<file path="src/rtl/video_scheduler.sv">
// video_scheduler: raster timing (divider, h/v counters, sync/blank/strobes)
// plus a per-line sprite prefetch engine sharing one single-port memory with
// a host write port. Fetched words land in a shadow buffer and are committed
// to line_data at the start of the visible line.
// Optional build macro: VIDEO_SCHED_FRAME_IRQ_EN adds irq_ack / frame_irq.
module video_scheduler #(
    parameter int H_RES       = 640,
    parameter int H_FP        = 16,
    parameter int H_SYNC      = 96,
    parameter int H_BP        = 48,
    parameter int V_RES       = 480,
    parameter int V_FP        = 10,
    parameter int V_SYNC      = 2,
    parameter int V_BP        = 33,
    parameter int PIX_DIV     = 2,
    parameter int SYNC_POL    = 0,
    parameter int FETCH_WORDS = 4,
    parameter int ADDR_W      = 8,
    parameter int DATA_W      = 16,
    localparam int H_TOTAL    = H_RES + H_FP + H_SYNC + H_BP,
    localparam int V_TOTAL    = V_RES + V_FP + V_SYNC + V_BP,
    localparam int HW         = $clog2(H_TOTAL) + 1,
    localparam int VW         = $clog2(V_TOTAL) + 1
) (
    input  logic                          clk,
    input  logic                          reset_n,
`ifdef VIDEO_SCHED_FRAME_IRQ_EN
    input  logic                          irq_ack,
    output logic                          frame_irq,
`endif
    output logic signed [HW-1:0]          hcount,
    output logic signed [VW-1:0]          vcount,
    output logic                          pix_en,
    output logic                          hsync,
    output logic                          vsync,
    output logic                          blank,
    output logic                          line_end,
    output logic                          frame_start,
    output logic [FETCH_WORDS*DATA_W-1:0] line_data,
    output logic                          fetch_err,
    output logic [ADDR_W-1:0]             mem_addr,
    output logic                          mem_re,
    output logic                          mem_we,
    output logic [DATA_W-1:0]             mem_wdata,
    input  logic [DATA_W-1:0]             mem_rdata,
    input  logic                          host_valid,
    output logic                          host_ready,
    input  logic [ADDR_W-1:0]             host_addr,
    input  logic [DATA_W-1:0]             host_data
);

    localparam int DIV_W = (PIX_DIV > 1) ? $clog2(PIX_DIV) : 1;
    localparam int IDX_W = (FETCH_WORDS > 1) ? $clog2(FETCH_WORDS) : 1;

    localparam logic signed [HW-1:0] HRST   = HW'(-(H_FP + H_SYNC + H_BP));
    localparam logic signed [HW-1:0] H_LAST = HW'(H_RES - 1);
    localparam logic signed [HW-1:0] HS_BEG = HW'(-(H_SYNC + H_BP));
    localparam logic signed [HW-1:0] HS_END = HW'(-H_BP);
    localparam logic signed [HW-1:0] H_CMT  = HW'(-1);
    localparam logic signed [VW-1:0] VRST   = VW'(-(V_FP + V_SYNC + V_BP));
    localparam logic signed [VW-1:0] V_LAST = VW'(V_RES - 1);
    localparam logic signed [VW-1:0] VS_BEG = VW'(-(V_SYNC + V_BP));
    localparam logic signed [VW-1:0] VS_END = VW'(-V_BP);

    localparam logic [DIV_W-1:0] DIV_LAST = DIV_W'(PIX_DIV - 1);
    localparam logic [IDX_W-1:0] IDX_LAST = IDX_W'(FETCH_WORDS - 1);
    localparam logic             SYNC_ACT = (SYNC_POL != 0);

    typedef enum logic [1:0] {S_IDLE, S_READ, S_LAST, S_READY} state_t;

    state_t                                r_state, w_state_nxt;
    logic [DIV_W-1:0]                      r_div;
    logic signed [HW-1:0]                  r_hcount;
    logic signed [VW-1:0]                  r_vcount, w_vcount_nxt;
    logic [IDX_W-1:0]                      r_idx;
    logic [FETCH_WORDS-1:0][DATA_W-1:0]    r_shadow, r_line;
    logic                                  r_err;
    logic                                  w_pix_en, w_line_end, w_frame_start;
    logic                                  w_fetch_go, w_commit;
    logic [ADDR_W-1:0]                     w_rd_addr;

    assign w_pix_en      = (r_div == DIV_LAST);
    assign w_line_end    = w_pix_en && (r_hcount == H_LAST);
    assign w_frame_start = w_line_end && (r_vcount == V_LAST);
    assign w_vcount_nxt  = !w_line_end    ? r_vcount :
                           w_frame_start  ? VRST     : r_vcount + VW'(1);
    // Fetch only for lines that will be visible once the counter advances
    assign w_fetch_go    = w_line_end && !w_vcount_nxt[VW-1] && (w_vcount_nxt <= V_LAST);
    // Commit point: last blanking pixel before the visible part of the line
    assign w_commit      = w_pix_en && (r_hcount == H_CMT);
    assign w_rd_addr     = ADDR_W'(32'(r_vcount) * FETCH_WORDS + 32'(r_idx));

    assign hcount      = r_hcount;
    assign vcount      = r_vcount;
    assign pix_en      = w_pix_en;
    assign line_end    = w_line_end;
    assign frame_start = w_frame_start;
    assign hsync       = ((r_hcount >= HS_BEG) && (r_hcount < HS_END)) ? SYNC_ACT : ~SYNC_ACT;
    assign vsync       = ((r_vcount >= VS_BEG) && (r_vcount < VS_END)) ? SYNC_ACT : ~SYNC_ACT;
    assign blank       = r_hcount[HW-1] | r_vcount[VW-1];
    assign line_data   = r_line;
    assign fetch_err   = r_err;

    // Pixel-enable divider: wraps at PIX_DIV-1
    always_ff @(posedge clk or negedge reset_n) begin
        if (!reset_n)      r_div <= '0;
        else if (w_pix_en) r_div <= '0;
        else               r_div <= r_div + DIV_W'(1);
    end

    // Raster counters: hcount per pixel, vcount per line
    always_ff @(posedge clk or negedge reset_n) begin
        if (!reset_n) begin
            r_hcount <= HRST;
            r_vcount <= VRST;
        end else begin
            if (w_pix_en) r_hcount <= w_line_end ? HRST : r_hcount + HW'(1);
            r_vcount <= w_vcount_nxt;
        end
    end

    // Fetch FSM state register
    always_ff @(posedge clk or negedge reset_n) begin
        if (!reset_n) r_state <= S_IDLE;
        else          r_state <= w_state_nxt;
    end

    // Fetch FSM next state and memory arbitration (fetch always has priority)
    always_comb begin
        w_state_nxt = r_state;
        mem_re      = 1'b0;
        host_ready  = (r_state != S_READ);
        case (r_state)
            S_IDLE:  if (w_fetch_go) w_state_nxt = S_READ;
            S_READ: begin
                mem_re = 1'b1;
                if (r_idx == IDX_LAST) w_state_nxt = S_LAST;
            end
            S_LAST:  w_state_nxt = S_READY;
            S_READY: if (w_commit) w_state_nxt = S_IDLE;
            default: w_state_nxt = S_IDLE;
        endcase
        // host_ready idles high in reset, so the write strobe is gated here
        mem_we    = reset_n && host_valid && host_ready;
        mem_addr  = mem_re ? w_rd_addr : (mem_we ? host_addr : '0);
        mem_wdata = mem_we ? host_data : '0;
    end

    // Word index, shadow capture (data arrives one clk after mem_re), commit, error flag
    always_ff @(posedge clk or negedge reset_n) begin
        if (!reset_n) begin
            r_idx    <= '0;
            r_shadow <= '0;
            r_line   <= '0;
            r_err    <= 1'b0;
        end else begin
            case (r_state)
                S_IDLE: r_idx <= '0;
                S_READ: begin
                    if (r_idx != '0) r_shadow[r_idx - IDX_W'(1)] <= mem_rdata;
                    r_idx <= r_idx + IDX_W'(1);
                end
                S_LAST:  r_shadow[FETCH_WORDS-1] <= mem_rdata;
                S_READY: if (w_commit) r_line <= r_shadow;
                default: ;
            endcase
            // A late fetch leaves line_data alone and commits at the next commit point
            if (w_commit && (r_state == S_READ || r_state == S_LAST)) r_err <= 1'b1;
        end
    end

`ifdef VIDEO_SCHED_FRAME_IRQ_EN
    logic r_frame_irq;
    assign frame_irq = r_frame_irq;

    // Frame interrupt: set on frame_start, cleared by ack, set wins
    always_ff @(posedge clk or negedge reset_n) begin
        if (!reset_n)           r_frame_irq <= 1'b0;
        else if (w_frame_start) r_frame_irq <= 1'b1;
        else if (irq_ack)       r_frame_irq <= 1'b0;
    end
`endif

endmodule

</file>
<file path="config.mk">
export PLATFORM = sky130hd
export DESIGN_NAME = video_scheduler
export DESIGN_NICKNAME = d
export VERILOG_FILES = /design/src/rtl/video_scheduler.sv
export SDC_FILE = /design/constraint.sdc
export NUM_CORES = 1
export LEC_CHECK = 0
export BUFFER_PORTS_ARGS = -buffer_cell sky130_fd_sc_hd__buf_2
export CAP_MARGIN = 20
export CELL_PAD_IN_SITES_DETAIL_PLACEMENT = 1
export CELL_PAD_IN_SITES_GLOBAL_PLACEMENT = 1
export CORE_UTILIZATION = 39
export CTS_CLUSTER_SIZE = 16
export DETAILED_ROUTE_END_ITERATION = 6
export PLACE_DENSITY = 0.85
export RECOVER_POWER = 100
export SYNTH_ARGS = -nofsm -noshare
export SYNTH_HDL_FRONTEND = slang
export SYNTH_SLANG_ARGS = --single-unit
</file>
<file path="constraint.sdc">
create_clock -name clk -period 2.4 [get_ports clk]
set_clock_uncertainty 0.2 [all_clocks]
set_input_delay 0.24 -clock clk [delete_from_list [all_inputs] [get_ports clk]]
set_output_delay 0.24 -clock clk [all_outputs]
set_load 0.01 [all_outputs]
</file>
==> results, run 1 <==
- The run finished with clean final reports.
- The first-pass iteration count of the detailed router is 4.
- Using the TritonRoute via totals, the vias-per-cell ratio works out to 5.13.
- The share of total power dissipated in the clock network is 0.465.
- The final-report max-slew violation count is 0.
- Yosys mapped the design onto 56 distinct sky130hd cell types.
- The first-pass GRT wire length is between 20 and 30 mm.
- The number of cells on the worst hold path is 1.
- The setup check on the worst reg-to-reg path leaves a slack of ~0.040 ns.
- The number of antenna violations at the first check in global routing was 0.
- Measured on the finished design, the core utilization comes to 0.523.
- In this run the critical register-to-register path is launched from hcount[6].
- The remaining max-slew budget at the tightest pin is 0.0860.
- After layout, the minimum clock period comes to about 2.4 ns.
- The mean post-synth cell area is between 10 and 15 sq um.
- The layout cell share with drive strength beyond 1 is 0.475.
- The total power of the final layout is approximately 5.4 mW.
- The register share of total power is 0.497.
- The final setup slack of the worst path is ~0.040 ns.
- The clock tree from TritonCTS is built.
- The number of clock sinks is 156.
- In this run, synthesis produced a sequential element count of about 160.
- The cell sitting at the root of the clock tree is a clkbuf_16.
- For the pin with the worst max-slew slack, the measured transition is about 1.4 ns.
- The count of final hold-check violations was 0.
- By startpoint and endpoint, the worst setup path is classified as reg -> reg.
- For this design the total switching power over the nets is between 1 and 1.5 mW.
- The global-route total usage across every layer is 0.212.
- The clock tree synthesis step divided the H-tree into 4 levels.
- The path category of the worst min-delay check is reg -> reg.
- The floorplan step defined a die boundary enclosing between 0.015 and 0.02 sq mm.
- The number of cells traversed by the worst register-to-register path is 7.
- The buffer depth of the longest clock path is 2.
- The final count of negative-setup-slack endpoints is 0.
- Summing all multi-input logic gate instances after layout gives approximately 0.0027 sq mm.
- The clock reaches the later pin of the worst-skew pair after 0.42 ns.
- The sequential element share of the synthesized area is 0.590.
- Buffers inserted during clock tree synthesis total 17.
- Of the total power, combinational logic draws 0.038.
- The area inside the core boundary is about 0.017 sq mm.
- The final weighted congestion of routability-driven global placement is 0.865.
- The overall overflow remaining after global route is 0.
- The total routed wirelength is between 15 and 20 mm.
- The worst setup path startpoint is hcount[6].
- The number of enable-type register cells in the synthesized netlist is 0.
- The synthesized cell area is roughly 0.0066 sq mm.
- The number of core rows is 47.
- The highest net fanout along the worst path is 6.
- Compared with the post-synthesis result, the final layout area differs by 30.5%.
- The internal portion of the total power is roughly 4.2 mW.
- Measured along the x axis, the die boundary spans about 130 um.
- For this run, design rule violations remaining after detail routing come to 0.
- The most frequently used flop master after synthesis is dfrtp_1.
- The DRC violation total after the first TritonRoute iteration is around 160.
- Of the total power, the share spent switching nets is 0.217.
- The estimated wirelength of the detail-placed design is approximately 12 mm.
- The via count of the routed design is 4,739.
- The top-level I/O count is approximately 160.
- Data arrives at the worst endpoint at around 2.5 ns.
- The count of max-cap constraint violations is 0.
- Registers take 0.00392 sq mm.
- The endpoint type of the worst setup path is a flop.
- The average wire length per cell after detail routing is roughly 19 um.
- For the worst setup path, the data required time is roughly 2.5 ns.
- Derived from the worst setup path, the maximum achievable clock frequency is 424 MHz.
- For this configuration, the core starts out at a cell density of 0.401.
- Of the available clock period, the critical path in the final layout requires 0.983.
- In this run, placement finished with an instance count of 860.
- The count of nets left with antenna violations once routing finished came out at 0.
- The analysis attributes to cell leakage a power of roughly 4.2 nW.
- The final antenna diode count is 0.
- The largest net degree at the start of global routing is around 160.
- Port buffering added ~160 buffers.
- The number of warning messages in the yosys log is 0.
- For this run, the number of standard cells in the final layout without fillers is between 900 and 1,000.
- The worst slack at placement is -0.0169 ns.
- IR analysis of the VDD net gives a maximum drop of between 0.4 and 0.5 mV.
- The number of instances in the synthesized netlist is between 400 and 500.
- The startpoint identified for the worst hold timing path is fetch_err.
- The proportion of synthesized flip-flops having asynchronous set or reset is 1.00.
- Fill cells in the final layout number ~1,700.
- Measured along the y axis, the die boundary spans 133 um.
- Clock-pin slew was measured on the worst setup and hold paths at ~0.06 ns.
- The post-synth net total is 533.
- The net count of the finished layout is between 700 and 800.
- The number of global-route vias before repair is about 5,200.
- Dividing total power by cell area gives a power density of around 630 mW/mm^2.
- The kind of start point of the critical path is a flop.
==> power groups by stage <==
stage	Combinational, mW	Clock [mW]	Sequential [mW]
final	0.208	2.52	2.69
after global routing	0.234	2.69	2.70
after CTS	0.216	2.58	2.69
after detailed placement	0.193	0	2.74
after global placement	0.184	0	2.74
after floorplan	0.0628	0	2.73
==> path summary, 6_finish.rpt <==
| check | to |
|---|---|
| worst max-delay path | r_state[1] |
| worst min-delay path | fetch_err |
| worst max register to register | r_state[1] |
| worst min register to register | fetch_err |
| max in group asynchronous | r_idx[0] |
| min in group asynchronous | line_data[37] |
==> what timing repair did <==
item | 4_1_cts | 5_1_grt
resized for setup | 7 | 17
setup endpoints to repair | 28 | 81
hold buffers | 17 | 0
buffers inserted | 12 | 4
pin swaps | 2 | 6
endpoints found under the hold margin | 207 | 0
==> critical path, cell delays in order, from the launching register on <==
cell and delay [ns]:
dfstp_2 0.55, and4b_4 0.26, buf_4 0.12, nand4_4 0.17
nor2_4 0.16, xnor2_2 0.12, or4_4 0.53, o211ai_2 0.17
==> cells by family (layout without fill, tap and decap cells) <==
logic type      after synthesis  after routing  share of synthesized area
fa+ha+maj                    12             12                     0.0226
xor+xnor                     13             13                     0.0183
compound gates               38             38                     0.0401
flops                       156            156                      0.590
mux                         128            128                      0.217
buf+inv                      32            257                     0.0211
simple gates                 99             99                     0.0908
==> metal layers <==
layer,wire [um],part of all wire,global-route usage,up-vias
li1,-,-,-,2127
met1,7290,0.41,0.248,2408
met2,9150,0.51,0.366,178
met3,1030,0.058,0.0586,26
met4,382,0.021,0.0849,0
met5,0,0,0,-
==> stage by stage <==
stage | setup TNS [ns] | cell area [sq um] | hold WS (ns)
detailed placement | -0.0169 | 7820 | 0.261
CTS | 0 | 8650 | 0.283
floorplan | 0 | 6640 | -0.256
finish | 0 | 8670 | 0.279
global route | -0.104 | 8670 | 0.315
global placement | 0 | 7820 | 0.263
==> cell usage in the layout, fill, tap and decap left out, types with 3 or more instances in the layout <==
cell type and n:
a21oi_1 3, a22o_1 5, and2_1 15, buf_2 96, buf_4 28, buf_6 3
clkbuf_1 68, clkbuf_16 17, clkinv_2 3, clkinv_4 3, dfrtp_1 143, dfstp_2 13
dlygate4sd3_1 17, ha_1 11, inv_1 12, mux2_2 128, nand2_1 19, nand2b_1 3
nand3_1 13, nand4_1 3, nor2_1 7, nor3_1 4, nor4_1 4, o21ai_0 11
o31ai_1 4, or2_2 3, or3_1 3, xnor2_1 8, xnor2_2 3
==> sequential cells by signal, summed over array words and instances, names as in the netlist <==
register	count
r_state	2
hcount	11
line_data	64
fetch_err	1
r_shadow	64
r_idx	2
pix_en	1
vcount	11
==> cell usage after synthesis, types with 4 or more instances <==
| cell | n | share of area |
|---|---|---|
| nand3_1 | 13 | 0.0098 |
| buf_2 | 7 | 0.0053 |
| nand2_1 | 19 | 0.011 |
| inv_1 | 14 | 0.0079 |
| nor2_1 | 9 | 0.0051 |
| clkbuf_1 | 9 | 0.0051 |
| nor3_1 | 6 | 0.0045 |
| o31ai_1 | 4 | 0.0045 |
| o21ai_0 | 11 | 0.0083 |
| a22o_1 | 5 | 0.0066 |
| mux2_2 | 128 | 0.22 |
| and2_1 | 16 | 0.015 |
| nor4_1 | 5 | 0.0047 |
| dfrtp_1 | 143 | 0.54 |
| dfstp_2 | 13 | 0.051 |
| xnor2_1 | 11 | 0.015 |
| ha_1 | 12 | 0.023 |
==> final cells by class <==
type / instances / area share
clock buffers: 22 / 0.0535
clock inverters: 9 / 0.0104
repair buffers: 211 / 0.136
flip-flops and latches: 156 / 0.452
inverters: 15 / 0.00664
multi-input cells: 290 / 0.310
well taps: 220 / 0.0318
Note: power is estimated with default switching activity, not from simulation.
==> inputs of run 2 (changes only) <==
CORE_MARGIN = 2   (was not set)
MAX_ROUTING_LAYER = met4   (was not set)
==> results, run 2 (synthesis results as in run 1) <==
- The flow ran to the end, but the final reports show violations.
- The final reports fail on setup timing.
- The maximum VDD drop is 0.498 mV.
- The area inside the core boundary is between 0.015 and 0.02 sq mm.
- The number of cells on the worst hold path is 1.
- The post-detailed-route via-to-cell ratio is between 5 and 6.
- The average wire length per cell after detail routing is 20.1 um.
- The DRC violation total after the first TritonRoute iteration is 213.
- After clock tree synthesis, the clock-pin slew on the worst setup and hold paths is around 0.07 ns.
- The estimated wirelength of the detail-placed design is 12.3 mm.
- For this design the top-level I/O count stands at about 160.
- The endpoint type of the worst setup path is a flop.
- The layout cell share with drive strength beyond 1 is 0.476.
- The final-report max-slew violation count was 0.
- The worst register-to-register path has a depth of 7.
- The depth of the CTS H-tree is 4.
- Measured on the finished design, the core utilization comes to 0.523.
- The largest net degree at the start of global routing is 157.
- 0 antenna diodes ended up in the layout.
- In the layout the commonest cells are dfrtp_1 (141), mux2_2 (128), buf_2 (97).
- The count of final hold-check violations is 0.
- After detailed routing, the total wire length is 18.6 mm.
- Max-cap violations in this run came to 0.
- The highest net fanout along the worst path is 6.
- The die is around 130 um tall.
- Data on the critical path is required at its endpoint by 2.55 ns.
- During placement, the flow inserted port buffers numbering 162.
- The final setup slack of the worst path is -0.0578 ns.
- Power spread over the standard cell area amounts to between 600 and 700 mW/mm^2.
- The number of global-route vias before repair is 5,258.
- The root buffer cell chosen for the clock tree is clkbuf_16.
- Of the available clock period, the critical path in the final layout requires 1.02.
- The transition at the pin with the smallest max-transition slack is roughly 1.4 ns.
- The worst pin sits at a relative slew slack of 0.0584.
- The overall overflow remaining after global route is 0.
- The critical path is of the reg -> reg type.
- The first-pass GRT wire length is 28.6 mm.
- Before antenna repair, the detailed router went through 4 iterations.
- The clock latency of the later-clocked register in the worst-skew pair is roughly 0.43 ns.
- For flop-to-flop paths, the worst setup slack is -0.06 ns.
- The detail route stage leaves a number of antenna-violating nets equal to 0.
- The library cell used most frequently in the layout, excluding fill and tap cells, is dfrtp_1.
- In the routed design, unresolved DRC markers number 0.
- The area added between synthesis and finish is 31.1%.
- Timing analysis after detailed placement gives a worst setup slack of around 0.0041 ns.
- The highest attainable clock frequency is roughly 410 MHz.
- The static leakage is ~4.2 nW.
- The path category of the worst min-delay check is reg -> reg.
- The via count of the routed design is 4,722.
- The number of antenna violations at the first check in global routing was 0.
- TritonCTS built the clock tree.
- Setup repair after global routing could not meet its margin everywhere.
- The congestion estimate from routability-driven global placement came to approximately 0.88.
- STA classifies the critical path startpoint as a flop.
- The initial standard-cell utilization of the core is 0.399.
- The die covers about 0.018 sq mm.
- The die width is between 100 and 150 um.
- The final critical delay including setup and external delays is 2.46 ns.
- The number of core rows is 47.
- For this run, the total global-route usage over all layers was measured as 0.212.
- Setup violations remaining at the end of the flow were counted as 1.
- The number of buffers inserted during clock tree synthesis is 17.
- The buffer depth of the longest clock path is 2.
- The number of clock sinks is approximately 160.
- Data on the critical path arrives at its endpoint at approximately 2.6 ns.
- The final layout net count is 743.
==> run 2: final timing paths <==
kind                                 from         end
worst min-delay path            fetch_err   fetch_err
worst min register to register  fetch_err   fetch_err
worst max register to register  hcount[9]  r_state[1]
min in group asynchronous         reset_n   vcount[5]
max in group asynchronous         reset_n   vcount[2]
worst max-delay path            hcount[9]  r_state[1]
==> run 2: per-layer routing <==
layer,wire length (um),vias to the layer above,global-route usage
met5,0,-,-
met4,330,0,0.0678
met3,739,29,0.0375
met2,9820,161,0.376
met1,7660,2416,0.245
li1,-,2116,-
==> run 2: critical path: stages, from the launching register on <==
cell,delay [ns]
dfstp_2,0.58
nor3b_4,0.30
buf_6,0.16
nand4_4,0.15
nor2_2,0.15
xnor2_1,0.14
or4_4,0.54
o211ai_2,0.16
==> run 2: where the power goes <==
part           total (mW)  internal (mW)  switching [mW]
combinational       0.212         0.0964           0.115
sequential           2.69           2.67          0.0243
clock                2.66           1.41            1.26
total                5.57           4.17            1.40
==> run 2: per-stage QoR <==
| stage | TNS (ns) | instance area (sq um) | power (mW) | hold slack [ns] | std cells |
|---|---|---|---|---|---|
| 5_1_grt | -0.131 | 8710 | 5.77 | 0.319 | 921 |
| 3_5_place_dp | 0 | 7830 | 2.94 | 0.273 | 861 |
| 4_1_cts | 0 | 8700 | 5.64 | 0.299 | 915 |
| 6_report | -0.0578 | 8710 | 5.57 | 0.292 | 921 |
| 2_1_floorplan | 0 | 6640 | 2.80 | -0.256 | 478 |
| 3_3_place_gp | 0 | 7830 | 2.92 | 0.260 | 861 |
==> run 2: final cells by class <==
cell class | instances | area (sq um)
Clock buffer | 17 | 425
Timing Repair Buffer | 207 | 1170
Tap cell | 220 | 275
Multi-Input combinational cell | 291 | 2680
Sequential cell | 156 | 3920
Fill cell | 1730 | 7940
Clock inverter | 15 | 179
Inverter | 15 | 56.3
==> run 2: timing repair <==
| item | in CTS | in global routing |
|---|---|---|
| cloned | 0 | 1 |
| buffers inserted | 6 | 5 |
| endpoints found under the setup margin | 29 | 19 |
| pin swaps | 2 | 7 |
| endpoints found under the hold margin | 207 | 0 |
| gates resized for setup | 12 | 11 |
| hold buffers | 17 | 0 |
